### config.mk
export PLATFORM = sky130hd
export DESIGN_NAME = bus_arbiter_rr_flat
export DESIGN_NICKNAME = d
export VERILOG_FILES = /design/src/rtl/arb_pkg.sv /design/src/rtl/bus_arbiter_rr_if.sv /design/src/rtl/rr_priority_select.sv /design/src/rtl/bus_arbiter_rr.sv /design/src/flat_wrapper.sv
export SDC_FILE = /design/constraint.sdc
export NUM_CORES = 1
export LEC_CHECK = 0
export BUFFER_PORTS_ARGS = -buffer_cell sky130_fd_sc_hd__buf_2
export CORE_ASPECT_RATIO = 0.9
export CORE_MARGIN = 2
export CORE_UTILIZATION = 42
export CTS_CLUSTER_SIZE = 12
export DETAILED_ROUTE_END_ITERATION = 6
export GPL_TIMING_DRIVEN = 0
export PLACE_DENSITY = 0.74
export SLEW_MARGIN = 20
export SYNTH_ARGS = -nofsm -noshare
export SYNTH_HDL_FRONTEND = slang
export SYNTH_SLANG_ARGS = --single-unit
### constraint.sdc
create_clock -name clk -period 2.2 [get_ports clk]
set_clock_uncertainty 0.15 [all_clocks]
set_input_delay 0.22 -clock clk [delete_from_list [all_inputs] [get_ports clk]]
set_output_delay 0.22 -clock clk [all_outputs]
set_load 0.02 [all_outputs]
### src/rtl/arb_pkg.sv
// arb_pkg: shared arbiter states, default master count and a clog2 helper
package arb_pkg;
  localparam int DEFAULT_NUM_MASTERS = 4;
  typedef enum logic [1:0] {
    IDLE         = 2'b00,
    GRANT        = 2'b01,
    RELEASE      = 2'b10,
    WAIT_MEM_LOW = 2'b11
  } state_t;
  function automatic int clog2(input int v);
    int r;
    r = 0;
    for (int i = 0; i < 32; i++) if ((1 << r) < v) r++;
    return r;
  endfunction
endpackage

### src/rtl/bus_arbiter_rr_if.sv
// bus_arbiter_rr_if: rq/bus_ready in, grant/grant_valid/grant_id/busy/timeout out; master = cores+bus side, slave = arbiter
interface bus_arbiter_rr_if #(
  parameter int NUM_MASTERS = arb_pkg::DEFAULT_NUM_MASTERS,
  parameter int ID_W = 2
);
  logic [NUM_MASTERS-1:0] rq;
  logic bus_ready;
  logic [NUM_MASTERS-1:0] grant;
  logic grant_valid;
  logic [ID_W-1:0] grant_id;
  logic busy;
  logic timeout;
  modport master (output rq, bus_ready, input grant, grant_valid, grant_id, busy, timeout);
  modport slave (input rq, bus_ready, output grant, grant_valid, grant_id, busy, timeout);
endinterface

### src/rtl/rr_priority_select.sv
// rr_priority_select: first set rq bit at or above pointer, wrapping; winner index and found flag
module rr_priority_select #(
  parameter int N = 4,
  parameter int W = 2
) (
  input  logic [N-1:0] rq,
  input  logic [W-1:0] pointer,
  output logic [W-1:0] winner,
  output logic         found
);
  logic [N-1:0] rot;
  int off;
  assign rot = N'({rq, rq} >> pointer);
  assign found = |rq;
  always_comb begin
    off = 0;
    for (int i = N - 1; i >= 0; i--) if (rot[i]) off = i;
    winner = W'((int'(pointer) + off) % N);
  end
endmodule

### src/rtl/bus_arbiter_rr.sv
// bus_arbiter_rr: N-master round-robin bus arbiter with release/mem-low phases; HOLD_TIMEOUT_EN adds forced release after MAX_HOLD cycles
module bus_arbiter_rr import arb_pkg::*; #(
  parameter int NUM_MASTERS = DEFAULT_NUM_MASTERS,
  parameter int ID_W = 2,
  parameter int MAX_HOLD = 64
) (
  input logic clk,
  input logic reset,
  bus_arbiter_rr_if.slave bus
);
  state_t state, state_n;
  logic [NUM_MASTERS-1:0] grant_n, eligible;
  logic [ID_W-1:0] id_n, ptr, ptr_n, ptr_inc, winner;
  logic found, to_n, drop;
`ifdef HOLD_TIMEOUT_EN
  localparam int CNT_W = clog2(MAX_HOLD + 1);
  logic [CNT_W-1:0] hold_cnt;
  logic [NUM_MASTERS-1:0] blocked;
  assign eligible = bus.rq & ~blocked;
  assign to_n = state == GRANT && bus.rq[bus.grant_id] && hold_cnt == CNT_W'(MAX_HOLD - 1);
  always_ff @(posedge clk or posedge reset)
    if (reset) begin
      hold_cnt <= '0;
      blocked <= '0;
    end else begin
      hold_cnt <= state != GRANT ? '0 : hold_cnt == CNT_W'(MAX_HOLD) ? hold_cnt : hold_cnt + 1'b1;
      blocked <= (blocked & bus.rq) | (to_n ? bus.grant : '0);
    end
`else
  assign eligible = bus.rq;
  assign to_n = 1'b0;
`endif
  rr_priority_select #(.N(NUM_MASTERS), .W(ID_W)) u_sel (
    .rq(eligible),
    .pointer(ptr),
    .winner(winner),
    .found(found)
  );
  assign ptr_inc = bus.grant_id == ID_W'(NUM_MASTERS - 1) ? '0 : bus.grant_id + 1'b1;
  assign drop = !bus.rq[bus.grant_id] || to_n;
  always_comb begin
    state_n = state;
    grant_n = bus.grant;
    id_n = bus.grant_id;
    ptr_n = ptr;
    case (state)
      IDLE: if (found && !bus.bus_ready) begin
        state_n = GRANT;
        grant_n = NUM_MASTERS'(1) << winner;
        id_n = winner;
      end
      GRANT: if (drop) begin
        state_n = RELEASE;
        grant_n = '0;
        id_n = '0;
        ptr_n = ptr_inc;
      end
      RELEASE: state_n = WAIT_MEM_LOW;
      WAIT_MEM_LOW: state_n = bus.bus_ready ? WAIT_MEM_LOW : IDLE;
    endcase
  end
  always_ff @(posedge clk or posedge reset)
    if (reset) begin
      state <= IDLE;
      ptr <= '0;
      bus.grant <= '0;
      bus.grant_valid <= 1'b0;
      bus.grant_id <= '0;
      bus.busy <= 1'b0;
      bus.timeout <= 1'b0;
    end else begin
      state <= state_n;
      ptr <= ptr_n;
      bus.grant <= grant_n;
      bus.grant_valid <= |grant_n;
      bus.grant_id <= id_n;
      bus.busy <= state_n != IDLE;
      bus.timeout <= to_n;
    end
endmodule

### src/flat_wrapper.sv
// flat-port wrapper written by rule: the top's interface ports become plain ports
module bus_arbiter_rr_flat import arb_pkg::*;
#(
  parameter int NUM_MASTERS = DEFAULT_NUM_MASTERS,
  parameter int ID_W = 2,
  parameter int MAX_HOLD = 64
)
  (clk, reset, bus_rq, bus_bus_ready, bus_grant, bus_grant_valid, bus_grant_id, bus_busy, bus_timeout);
  bus_arbiter_rr_if #(.NUM_MASTERS(NUM_MASTERS), .ID_W(ID_W)) bus_i ();
  input logic clk;
  input logic reset;
  input wire logic [$bits(bus_i.rq)-1:0] bus_rq;
  input wire logic [$bits(bus_i.bus_ready)-1:0] bus_bus_ready;
  output wire logic [$bits(bus_i.grant)-1:0] bus_grant;
  output wire logic [$bits(bus_i.grant_valid)-1:0] bus_grant_valid;
  output wire logic [$bits(bus_i.grant_id)-1:0] bus_grant_id;
  output wire logic [$bits(bus_i.busy)-1:0] bus_busy;
  output wire logic [$bits(bus_i.timeout)-1:0] bus_timeout;
  assign bus_i.rq = bus_rq;
  assign bus_i.bus_ready = bus_bus_ready;
  assign bus_grant = bus_i.grant;
  assign bus_grant_valid = bus_i.grant_valid;
  assign bus_grant_id = bus_i.grant_id;
  assign bus_busy = bus_i.busy;
  assign bus_timeout = bus_i.timeout;
  bus_arbiter_rr #(.NUM_MASTERS(NUM_MASTERS), .ID_W(ID_W), .MAX_HOLD(MAX_HOLD)) u_core (.clk(clk), .reset(reset), .bus(bus_i));
endmodule
==> impl_metrics.env, run 1 <==
export IMPL_maxSlewViolCount=0
export IMPL_vias_per_cell=5.56
export IMPL_yosysMostFrequentCell="dfrtp_1"
export IMPL_yosys_area_share_adder_pct=3.16
export IMPL_core_sq_um=1720
export IMPL_boundaryPins=16
export IMPL_ys_top_cells_by_area="dfrtp_1, a21oi_1, nand2_1, ha_1, nor3b_2"
export IMPL_grt_pass1_wl_mm=2.69
export IMPL_synth_edf_count=0
export IMPL_cp_data_arrival_time_ps=2130
export IMPL_r2r_slack_ps=90
export IMPL_track_usage_pct=15.8
export IMPL_ir_worst_vdd_v=0.000653
export IMPL_synth_compound_area_share_pct=23.1
export IMPL_antenna_found_initial=0
export IMPL_grt_max_degree=13
export IMPL_rsz0062_at_grt="no"
export IMPL_cts_root_buf="clkbuf_4"
export IMPL_crit_type="flop to flop"
export IMPL_switching_share_pct=43.2
export IMPL_grt_overflow_total=0
export IMPL_synth_ff_type="dfrtp_1"
export IMPL_worstPathRequired_ps=2210
export IMPL_drive_gt1_share_pct=33.0
export IMPL_reg2reg_depth=10
export IMPL_critPathCaptureType="flop"
export IMPL_pwr_share_comb_pct=56.5
export IMPL_clock_latency_ps=270
export IMPL_status="completed"
export IMPL_slowest_delay_ps=340
export IMPL_io_buffers=13
export IMPL_finalSetupViolCount=0
export IMPL_crit_path_cell_trace="buf_6 > nand2_1 > a21oi_1 > nor2_1 > a211oi_1 > a21oi_1 > ha_1 > xor2_2 > xnor2_2 > a32o_1"
export IMPL_cap_violations=0
export IMPL_row_count=14
export IMPL_area_growth_syn_to_layout_pct=18.8
export IMPL_firstDrtPassIters=4
export IMPL_postSynthCellCount=82
export IMPL_timing_rr_end="u_core.bus.grant[1]"
export IMPL_tritoncts_num_buffers=3
export IMPL_multi_input_area_sq_um=440
export IMPL_min_period_ps=2110
export IMPL_async_flop_share_pct=100
export IMPL_clock_fmax_mhz=473
export IMPL_wl_per_cell_microns=12.8
export IMPL_final_nets=110
export IMPL_r2r_start="u_core.ptr[1]"
export IMPL_timing_final_crit_share_pct=96.1
export IMPL_crit_slowest_cell="dfrtp_1"
export IMPL_seq_area_frac_synth_pct=38.0
export IMPL_die_w_microns=49.7
export IMPL_p_seq_share_pct=29.3
export IMPL_remaining_drc_errors=0
export IMPL_ys_seq_elements=12
export IMPL_htreeDepth=1
export IMPL_cts_tree="done"
export IMPL_antennaDiodeCount=0
export IMPL_synthMuxAreaShare_pct=5.70
export IMPL_grt_pass1_vias=618
export IMPL_dieArea_sq_um=2250
export IMPL_ant_nets=0
export IMPL_synth_common_cells="dfrtp_1, nand2_1, a21oi_1, nor2_1"
export IMPL_synthDistinctLibCells=39
export IMPL_die_h_microns=45.2
export IMPL_regArea_sq_um=300
export IMPL_wl_mm=1.58
export IMPL_synth_warnings=0
export IMPL_synth_top_family_by_area="compound AO/OA/AOI/OAI gates"
export IMPL_gp_congestion=0.808
export IMPL_path_common_cell="a21oi_1"
export IMPL_clockBufferDepth=2
export IMPL_p_leak_nw=0.432
export IMPL_min_from="bus_bus_ready"
export IMPL_yosysTopAreaCell="dfrtp_1"
export IMPL_hold_class="input pin to flop"
export IMPL_internal_power_mw=0.711
export IMPL_hold_end="u_core.state[1]"
export IMPL_initial_core_util_pct=46.1
export IMPL_synth_xor_area_share_pct=3.16
export IMPL_p_total_mw=1.25
export IMPL_synth_simple_gate_area_share_pct=19.1
export IMPL_clkSlewWorstSetupHoldPaths_ps=80
export IMPL_final_hold_viol_count=0
export IMPL_syn_area_sq_um=791
export IMPL_cts_sinks=12
export IMPL_p_per_area_nw_per_um2=1330
export IMPL_syn_nets=91
export IMPL_crit_path_max_fanout=10
export IMPL_p_clk_share_pct=14.1
export IMPL_syn_avg_cell_area_sq_um=9.64
export IMPL_drt_initial_drc_count=7
export IMPL_critPathLaunchType="flop"
export IMPL_vias=689
export IMPL_cts_setup_buffers=0
export IMPL_n_fill_cell=167
export IMPL_power_switching_mw=0.542
export IMPL_synth_top_area_share_pct=38.0
export IMPL_dpl_hpwl_mm=1.15
export IMPL_setup_tns_final_ps=0
export IMPL_min_path_cells=3
worst max path at each step:
| stage | from | to | cells past startpoint |
|---|---|---|---|
| finish | u_core.ptr[1] | u_core.bus.grant[1] | 10 |
| global route | u_core.ptr[1] | u_core.bus.grant[1] | 9 |
| CTS | u_core.ptr[1] | u_core.bus.grant[1] | 10 |
| detailed placement | u_core.ptr[1] | u_core.bus.grant[1] | 10 |
| global placement | u_core.ptr[1] | u_core.bus.grant[1] | 10 |
| floorplan | u_core.ptr[1] | u_core.bus.grant[1] | 10 |
cell families after synthesis:
group | count (synthesis)
DFF | 12
xor gates and xnor gates | 2
buffers and inverters | 10
and+or+nand+nor | 27
other | 1
AOI/OAI and AO/OA | 25
muxes | 3
adders and majority gates | 2
layout make-up:
cell class | instances | area share [%]
multi-input cells | 60 | 46.9
flip-flops and latches | 12 | 32.0
repair buffers | 14 | 7.99
plain buffers | 5 | 4.13
clock buffers | 4 | 3.86
well taps | 24 | 3.20
inverters | 5 | 2.00
what timing repair did:
action	in CTS	in global routing
hold buffers	1	0
endpoints found under the setup margin	0	1
gates resized for setup	0	1
endpoints found under the hold margin	12	0
cells in the final DEF, fill, tap and decap left out, drive strengths merged, types with 3 or more instances in the layout:
cell type,instances
nor3b,3
o21ai,6
buf,17
clkbuf,5
a21oi,7
dfrtp,12
inv,5
nand2,8
a211oi,3
nor2,6
metal layers:
metal  vias up  wire length (microns)  track usage (%)
met1       347                    757             19.5
met2        12                    757             27.5
met3         2                     48             3.97
li1        328                      -                -
met5         -                      0                0
met4         0                     21             5.00
power groups by stage:
stage          sequential (mW)  clock (mW)  combinational (mW)
6_report                 0.368       0.177               0.708
5_1_grt                  0.377       0.193               0.780
4_1_cts                  0.368       0.184               0.696
3_5_place_dp             0.373           0               0.691
3_3_place_gp             0.371           0               0.681
2_1_floorplan            0.426           0               0.484
registers in the layout, summed over array words and instances, names as in the netlist:
| name | count |
|---|---|
| u_core.state | 2 |
| u_core.bus.busy | 1 |
| u_core.bus.grant | 4 |
| u_core.bus.grant_valid | 1 |
| u_core.bus.grant_id | 2 |
| u_core.ptr | 2 |
worst max-delay path, delay by kind of cell, from the launching register on:
kind / cells / cell delay, ps
AND/OR/NAND/NOR: 2 / 110
flip-flops: 1 / 340
AO/OA/AOI/OAI: 4 / 710
adder cells (fa/ha/maj): 1 / 220
buffers and inverters: 1 / 140
XOR/XNOR: 2 / 330
stage by stage:
step	setup slack, ps	utilization [%]	cells	area (sq um)	hold slack, ps
2_1_floorplan	241	-	82	791	-65.3
5_1_grt	7.67	54.7	124	940	191
3_3_place_gp	126	51.6	119	886	88.2
6_report	85.1	54.7	124	940	158
4_1_cts	101	54.3	124	932	155
3_5_place_dp	115	51.6	119	886	112
Note: power is estimated with default switching activity, not from simulation.
==> inputs of run 2 (changes only) <==
--- a/config.mk
+++ b/config.mk
@@ -6,7 +6,7 @@
 export NUM_CORES = 1
 export LEC_CHECK = 0
 export BUFFER_PORTS_ARGS = -buffer_cell sky130_fd_sc_hd__buf_2
-export CORE_ASPECT_RATIO = 0.9
+export CORE_ASPECT_RATIO = 0.7
 export CORE_MARGIN = 2
 export CORE_UTILIZATION = 42
 export CTS_CLUSTER_SIZE = 12
==> run 2 against run 1 <==
Flip-flop and latch count unchanged. Final cell count down 0.81%. Largest power group unchanged. Critical path type unchanged. Sequential share of layout area about the same. Clock-buffer cell count down 1.
==> impl_metrics.env, run 2 (synthesis results as in run 1) <==
export IMPL_status="completed"
export IMPL_cp_data_arrival_time_ps=2100
export IMPL_r2r_start="u_core.ptr[1]"
export IMPL_gp_congestion=0.803
export IMPL_timing_final_crit_share_pct=94.8
export IMPL_wl_mm=1.73
export IMPL_row_count=13
export IMPL_drt_initial_drc_count=15
export IMPL_p_clk_share_pct=10.4
export IMPL_timing_rr_end="u_core.bus.grant[1]"
export IMPL_drive_gt1_share_pct=34.7
export IMPL_cts_tree="done"
export IMPL_largest_reg_flops=4
export IMPL_worstPathRequired_ps=2210
export IMPL_grt_pass1_vias=622
export IMPL_r2r_slack_ps=120
export IMPL_track_usage_pct=16.5
export IMPL_reg2reg_depth=10
export IMPL_hold_end="u_core.bus.grant[3]"
export IMPL_p_seq_share_pct=29.6
export IMPL_p_per_area_nw_per_um2=1330
export IMPL_wl_per_cell_microns=14.1
export IMPL_clkSlewWorstSetupHoldPaths_ps=70
export IMPL_dieArea_sq_um=2250
export IMPL_maxSlewViolCount=0
export IMPL_path_common_cell="a21oi_1"
export IMPL_largest_register="u_core.bus.grant"
export IMPL_path_depth=10
export IMPL_crit_path_max_fanout=6
export IMPL_crit_path_cell_trace="buf_6 > nand2_1 > a21oi_1 > nor2_1 > a211oi_1 > a21oi_1 > ha_2 > xor2_2 > xnor2_2 > a32o_1"
export IMPL_firstDrtPassIters=4
export IMPL_min_from="bus_bus_ready"
export IMPL_remaining_drc_errors=0
export IMPL_dpl_hpwl_mm=1.23
export IMPL_final_common_cell="buf_2"
export IMPL_crit_buf_inv=1
export IMPL_p_leak_nw=0.433
export IMPL_internal_power_mw=0.699
export IMPL_hold_class="input pin to flop"
export IMPL_io_buffers=13
export IMPL_area_growth_syn_to_layout_pct=19.0
export IMPL_setup_tns_final_ps=0
export IMPL_cap_violations=0
export IMPL_antenna_found_initial=0
export IMPL_ir_worst_vdd_v=0.000675
export IMPL_final_nets=112
export IMPL_finalSetupViolCount=0
export IMPL_power_switching_mw=0.555
export IMPL_vias=684
export IMPL_final_hold_viol_count=0
export IMPL_antennaDiodeCount=0
export IMPL_htreeDepth=1
export IMPL_vias_per_cell=5.56
export IMPL_min_path_cells=4
export IMPL_initial_core_util_pct=43.4
export IMPL_critical_path_top_delay_family="compound AO/OA/AOI/OAI gates"
export IMPL_grt_max_degree=13
export IMPL_crit_slowest_cell="dfrtp_1"
export IMPL_clock_latency_ps=270
export IMPL_boundaryPins=16
export IMPL_tritoncts_num_buffers=3
export IMPL_cts_root_buf="clkbuf_4"
export IMPL_grt_pass1_wl_mm=2.77
export IMPL_pwr_share_comb_pct=59.9
export IMPL_slowest_delay_ps=340
export IMPL_cts_sinks=12
export IMPL_switching_share_pct=44.3
export IMPL_die_h_microns=40.3
export IMPL_min_period_ps=2080
export IMPL_die_w_microns=55.9
export IMPL_critPathCaptureType="flop"
export IMPL_grt_overflow_total=0
export IMPL_rsz0062_at_grt="no"
export IMPL_ant_nets=0
export IMPL_p_total_mw=1.25
export IMPL_core_sq_um=1820
export IMPL_clockBufferDepth=2
export IMPL_crit_type="flop to flop"
export IMPL_critPathLaunchType="flop"
export IMPL_clock_fmax_mhz=480
export IMPL_final_cell_mix="buf_2, dfrtp_1, nand2_1, a21oi_1, nor2_1"
run 2: power by group through the flow:
stage | sequential [mW] | clock [mW] | combinational [mW]
after floorplan | 0.426 | 0 | 0.484
after CTS | 0.369 | 0.138 | 0.707
after global placement | 0.372 | 0 | 0.677
final | 0.372 | 0.131 | 0.752
after detailed placement | 0.373 | 0 | 0.703
after global routing | 0.384 | 0.146 | 0.833
run 2: cell type report:
class,instances,area [sq um]
Multi-Input combinational cell,60,443
Buffer,5,38.8
Clock buffer,3,22.5
Sequential cell,12,300
Timing Repair Buffer,16,90.1
Fill cell,180,881
Tap cell,22,27.5
Inverter,5,18.8
run 2: worst max path at each step:
| stage | start | end | slack (ps) |
|---|---|---|---|
| after floorplan | u_core.ptr[1] | u_core.bus.grant[1] | 240 |
| after global routing | u_core.ptr[1] | u_core.bus.grant[1] | 2 |
| final | u_core.ptr[1] | u_core.bus.grant[1] | 120 |
| after detailed placement | u_core.ptr[1] | u_core.bus.grant[1] | 80 |
| after global placement | u_core.ptr[1] | u_core.bus.grant[1] | 150 |
| after CTS | u_core.ptr[1] | u_core.bus.grant[1] | 60 |
run 2: per-stage QoR:
step	setup WS, ps	hold WS, ps	cell area (sq um)	instances	utilization, %
finish	115	165	941	123	51.6
global route	2.48	180	941	123	51.6
CTS	63.0	160	916	121	50.3
detailed placement	78.7	104	883	117	48.5
global placement	147	95.8	883	117	48.5
floorplan	241	-65.3	791	82	-
run 2: worst min-delay path, stage by stage:
cell	delay, ps
buf_2	120
nor4_1	80
nand2_1	60
o21ai_0	60
run 2: routing by layer:
layer,track usage (%),wire length [microns],up-vias
met2,29.2,788,24
met4,1.79,0,0
met1,20.2,829,329
li1,-,-,331
met5,0,0,-
met3,7.10,111,0
run 2: what timing repair did:
item | 4_1_cts | 5_1_grt
hold buffers | 1 | 0
endpoints found under the setup margin | 0 | 5
gates resized for setup | 0 | 3
buffers inserted | 0 | 2
hold endpoints to repair | 12 | 0
